## src/rtl/emu_cen_pkg.sv

```systemverilog
`default_nettype none
// ----------------------------------------------------------------------------
// emu_cen_pkg -- shared types and step clamp for emu_cen_gen.   Rev 1.0
// ----------------------------------------------------------------------------
package emu_cen_pkg;

  localparam int ACC_W_DEF  = 16;
  // Widest num/den the clamp helper accepts; callers zero-extend into it.
  localparam int STEP_MAX_W = 32;

  typedef struct packed {
    logic [ACC_W_DEF-1:0] num;
    logic [ACC_W_DEF-1:0] den;
  } cen_cfg_t;

  function automatic logic [STEP_MAX_W:0] cen_step(
    input logic [STEP_MAX_W-1:0] num,
    input logic [STEP_MAX_W-1:0] den,
    input logic                  turbo
  );
    logic [STEP_MAX_W:0] raw;
    raw = turbo ? {num, 1'b0} : {1'b0, num};
    if (raw > {1'b0, den}) begin
      raw = {1'b0, den};
    end
    return raw;
  endfunction

endpackage
`default_nettype wire

```

## src/rtl/emu_cen_chan.sv

```systemverilog
`default_nettype none
// ----------------------------------------------------------------------------
// emu_cen_chan -- one fractional clock-enable channel with hold.  Rev 1.0
// ----------------------------------------------------------------------------
module emu_cen_chan
  import emu_cen_pkg::*;
#(
  parameter int               ACC_W   = ACC_W_DEF,
  parameter logic [ACC_W-1:0] DEF_NUM = ACC_W'(1),
  parameter logic [ACC_W-1:0] DEF_DEN = ACC_W'(4)
) (
  input  logic             clk_sys,
  input  logic             reset,
  input  logic             hold,
  input  logic             turbo,
  input  logic             cfg_wr,
  input  logic [ACC_W-1:0] cfg_num,
  input  logic [ACC_W-1:0] cfg_den,
  output logic             cen,
  output logic [ACC_W-1:0] cnt
);

  localparam int STEP_W = ACC_W + 1;

  logic [ACC_W-1:0] num_r;
  logic [ACC_W-1:0] den_r;
  logic [ACC_W:0]   acc;
  logic [ACC_W:0]   step;
  logic [ACC_W:0]   acc_wrap;
  logic [ACC_W+1:0] sum;
  logic             disabled;

  assign disabled = (num_r == '0) || (den_r == '0);
  assign step     = STEP_W'(cen_step(STEP_MAX_W'(num_r), STEP_MAX_W'(den_r), turbo));
  assign sum      = {1'b0, acc} + {1'b0, step};
  // step <= den keeps acc < den, so the wrapped remainder always fits ACC_W+1 bits.
  assign acc_wrap = sum[ACC_W:0] - {1'b0, den_r};

  always_ff @(posedge clk_sys or posedge reset) begin
    if (reset) begin
      num_r <= DEF_NUM;
      den_r <= DEF_DEN;
      acc   <= '0;
      cen   <= 1'b0;
      cnt   <= '0;
    end else if (cfg_wr) begin
      num_r <= cfg_num;
      den_r <= cfg_den;
      acc   <= '0;
      cen   <= 1'b0;
    end else if (hold) begin
      cen   <= 1'b0;
    end else if (disabled) begin
      acc   <= '0;
      cen   <= 1'b0;
    end else if (sum >= {2'b00, den_r}) begin
      acc   <= acc_wrap;
      cen   <= 1'b1;
      cnt   <= cnt + ACC_W'(1);
    end else begin
      acc   <= sum[ACC_W:0];
      cen   <= 1'b0;
    end
  end

endmodule
`default_nettype wire

```

## src/rtl/emu_cen_gen.sv

```systemverilog
`default_nettype none
// ----------------------------------------------------------------------------
// emu_cen_gen -- multi-channel fractional clock-enable generator. Rev 1.0
// ----------------------------------------------------------------------------
module emu_cen_gen
  import emu_cen_pkg::*;
#(
  parameter int                         CHANNELS = 2,
  parameter int                         ACC_W    = ACC_W_DEF,
  parameter logic [CHANNELS*ACC_W-1:0]  DEF_NUM  = {CHANNELS{16'd1}},
  parameter logic [CHANNELS*ACC_W-1:0]  DEF_DEN  = {CHANNELS{16'd4}},
  localparam int                        SEL_W    = (CHANNELS > 1) ? $clog2(CHANNELS) : 1
) (
  input  logic                        clk_sys,
  input  logic                        reset,
  input  logic                        pause,
  input  logic [CHANNELS-1:0]         pause_mask,
  input  logic [CHANNELS-1:0]         turbo,
  input  logic                        cfg_wr,
  input  logic [SEL_W-1:0]            cfg_sel,
  input  logic [ACC_W-1:0]            cfg_num,
  input  logic [ACC_W-1:0]            cfg_den,
  output logic [CHANNELS-1:0]         cen,
  output logic [CHANNELS*ACC_W-1:0]   cen_cnt
);

  for (genvar i = 0; i < CHANNELS; i++) begin : g_chan
    logic wr;
    // Compare at 32 bits so selector codes beyond the last channel match nothing.
    assign wr = cfg_wr && (32'(cfg_sel) == i);

    emu_cen_chan #(
      .ACC_W   (ACC_W),
      .DEF_NUM (DEF_NUM[i*ACC_W +: ACC_W]),
      .DEF_DEN (DEF_DEN[i*ACC_W +: ACC_W])
    ) u_chan (
      .clk_sys (clk_sys),
      .reset   (reset),
      .hold    (pause && pause_mask[i]),
      .turbo   (turbo[i]),
      .cfg_wr  (wr),
      .cfg_num (cfg_num),
      .cfg_den (cfg_den),
      .cen     (cen[i]),
      .cnt     (cen_cnt[i*ACC_W +: ACC_W])
    );
  end

endmodule
`default_nettype wire
```

## config.mk

```make
export PLATFORM = sky130hd
export DESIGN_NAME = emu_cen_gen
export DESIGN_NICKNAME = d
export VERILOG_FILES = /design/src/rtl/emu_cen_pkg.sv /design/src/rtl/emu_cen_chan.sv /design/src/rtl/emu_cen_gen.sv
export SDC_FILE = /design/constraint.sdc
export NUM_CORES = 1
export LEC_CHECK = 0
export CORE_ASPECT_RATIO = 1.4
export CORE_MARGIN = 4
export CORE_UTILIZATION = 50
export DETAILED_ROUTE_END_ITERATION = 8
export GPL_ROUTABILITY_DRIVEN = 1
export GPL_TIMING_DRIVEN = 0
export PLACE_DENSITY = 0.7
export SYNTH_ARGS = -nofsm -noshare
export SYNTH_HDL_FRONTEND = slang
export SYNTH_SLANG_ARGS = --single-unit
```

## constraint.sdc

```tcl
create_clock -name clk_sys -period 8.9 [get_ports clk_sys]
set_input_delay 2.225 -clock clk_sys [delete_from_list [all_inputs] [get_ports clk_sys]]
set_output_delay 2.225 -clock clk_sys [all_outputs]
set_load 0.01 [all_outputs]
```

==> run summary <==
HPWL Detailed: 20.9 mm
most common cell after layout, fill and taps aside: dfrtp_1
post-synthesis sequential area ratio: 32.4%
hold_buf cts: 0
Setup CP Type: input pin to flip-flop
Diodes inserted: 0
die outline width: 129 µm
H-tree levels: 4
minimum clock period: 8700 ps
initial antenna violation count: 0
Nets: 1,296
Async SR Flop Fraction: 100%
detailed-route DRC error count: 0
vias per cell: 5.91
setup total negative slack: 0 ps
max incr delay on CP: 570 ps
Die Y: 177 µm
buffers added on ports: 72
CP max-delay cell: or4_1
Critical Path End Type: flip-flop
Filler cells: 1,755
DR pass1 iterations: 4
Syn Area/Cell: 9.76 µm²
CTS Sinks: 132
Routed WL: 26.8 mm
initial drt markers: 443
Max Slew Vio Count: 0
Achievable Freq: 115 MHz
part of the cycle the worst path needs: 97.7%
Synth top area share: 31.3%
Tightest Pin Transition: 772 ps
CP required: 9220 ps
Critical Path Source Type: input pin
WHS Path Cells: 1
final hold vios: 0
gpl congestion: 0.884
max cap viols: 0
Yosys reg bits: 132
clk_skew: 11.4 ps
core area: 20,000 µm²
vias in the first global route: 8,564
# setup viols final: 0
Max clock buf depth: 2
Initial Util: 51.1%
number of synthesized flops with an enable pin: 0
worst rel slew slack: 48.5%
Area contributors post-synth: dfrtp_1 31%, mux2_2 14%, ha_1 12%
pin count of the biggest net entering global routing: 96
Post-DRT Antenna Nets: 0
Synth area leader: dfrtp_1
CTS root buf: clkbuf_16
die area: 22,800 µm²
Skew-Pair Late Insertion Delay: 430 ps
drt wl/cell: 19.0 µm
I/O Pins: 75
Post-Syn Area: 10,200 µm²
first-pass GRT wire length: 43.2 mm
Post-synth top flop: dfrtp_1
Worst EP arrival: 9010 ps
Worst-path clk slew: 70 ps
Overall Global Routing Usage: 24.0%
via count: 8,361
total congestion overflow: 0
clock buffer count from CTS: 17
status: finished clean
share of layout cells above drive strength 1: 18.2%
cell count of the worst reg-to-reg path: 31
critical path peak fanout: 10
Post-Synthesis Cells: 1,047
FP Rows: 61
Synth-to-Final Area Change: 17.9%
Distinct cells, synth: 72
commonest non-fill, non-tap cells in the layout: 128 x dfrtp_1, 125 x mux2_2, 102 x ha_1, 78 x nand2_1, 72 x clkdlybuf4s50_1
Synth Warn #: 0
CTS tree: done
Min-Delay Path Class: flip-flop to flip-flop
worst max-delay path: cells and delay by family:
| kind | cells | cell delay (ps) |
|---|---|---|
| simple gates | 9 | 1860 |
| compound gates | 10 | 1620 |
| mux | 3 | 1080 |
| buf+inv | 5 | 1060 |
| fa+ha+maj | 3 | 1010 |
| xor+xnor | 1 | 150 |
synth_stat cells, types with 7 or more instances:
cell,instances
nor2_1,35
nand4_1,30
xnor2_1,57
a21o_1,30
inv_1,51
nor2b_1,12
mux2i_1,21
xor2_1,24
a21oi_1,66
o21ai_0,53
nand2b_1,12
nand3_1,28
ha_1,102
nand2_1,78
dfrtp_1,128
and2_1,7
mux2_2,125
o21bai_1,11
nor4_1,25
nor3_1,14
clkbuf_1,15
o21a_1,13
and3_1,10
metal layers:
layer,up-vias,track usage [%],share of wire [%]
met4,0,10.3,4.2
li1,4053,-,-
met2,173,45.3,54
met5,-,0,0
met1,4065,26.6,39
met3,70,3.02,2.8
cell families after synthesis:
family,share of synthesized area [%]
AO/OA/AOI/OAI,14.3
XOR/XNOR,6.94
adder cells (fa/ha/maj),13.3
buffers and inverters,3.62
flip-flops,32.4
multiplexers,15.9
other,0.0367
AND/OR/NAND/NOR,13.5
final timing paths:
path                                            from                        to  slack, ps
max in group asynchronous                      reset   g_chan[1].u_chan.cnt[4]       5930
hold reg to reg             g_chan[1].u_chan.cnt[15]  g_chan[1].u_chan.cnt[15]        470
setup reg to reg           g_chan[1].u_chan.num_r[1]   g_chan[1].u_chan.cnt[1]       1940
setup / recovery                            turbo[1]   g_chan[1].u_chan.cnt[1]        200
min in group asynchronous                      reset   g_chan[0].u_chan.acc[1]       2160
hold / removal              g_chan[1].u_chan.cnt[15]  g_chan[1].u_chan.cnt[15]        470
state kept, by name (all words and copies together), names as in the netlist:
signal / flops
g_chan.u_chan.cnt: 32
g_chan.u_chan.cen: 2
g_chan.u_chan.num_r: 32
g_chan.u_chan.acc: 34
g_chan.u_chan.den_r: 32
through the flow:
step	util [%]	hold slack, ps	cell area (µm²)	worst slack (ps)	cells
floorplan	-	455	10200	122	1048
global placement	56.3	455	11300	-1680	1372
detailed placement	56.5	465	11300	-1650	1373
CTS	59.6	475	11900	19.7	1406
global route	60.3	485	12100	-74.1	1414
finish	60.3	469	12100	205	1414
layout make-up:
class                      count  area [µm²]  area share, %
clock inverter                15         153           1.27
timing repair buffer          82         816           6.77
clock buffer                  17         425           3.53
tap                          252         315           2.62
sequential                   132        3310           27.4
buffer                        33         196           1.63
inverter                      52         200           1.66
multi-input combinational    831        6640           55.1
what timing repair did:
item,CTS,global route
cloned,0,0
gates resized for setup,15,17
buffers inserted,1,8
pin swaps,1,6
endpoints found under the setup margin,68,66
Power is not shown: default switching activity piles up to over one toggle a cycle in this logic, so the estimate is an artifact.
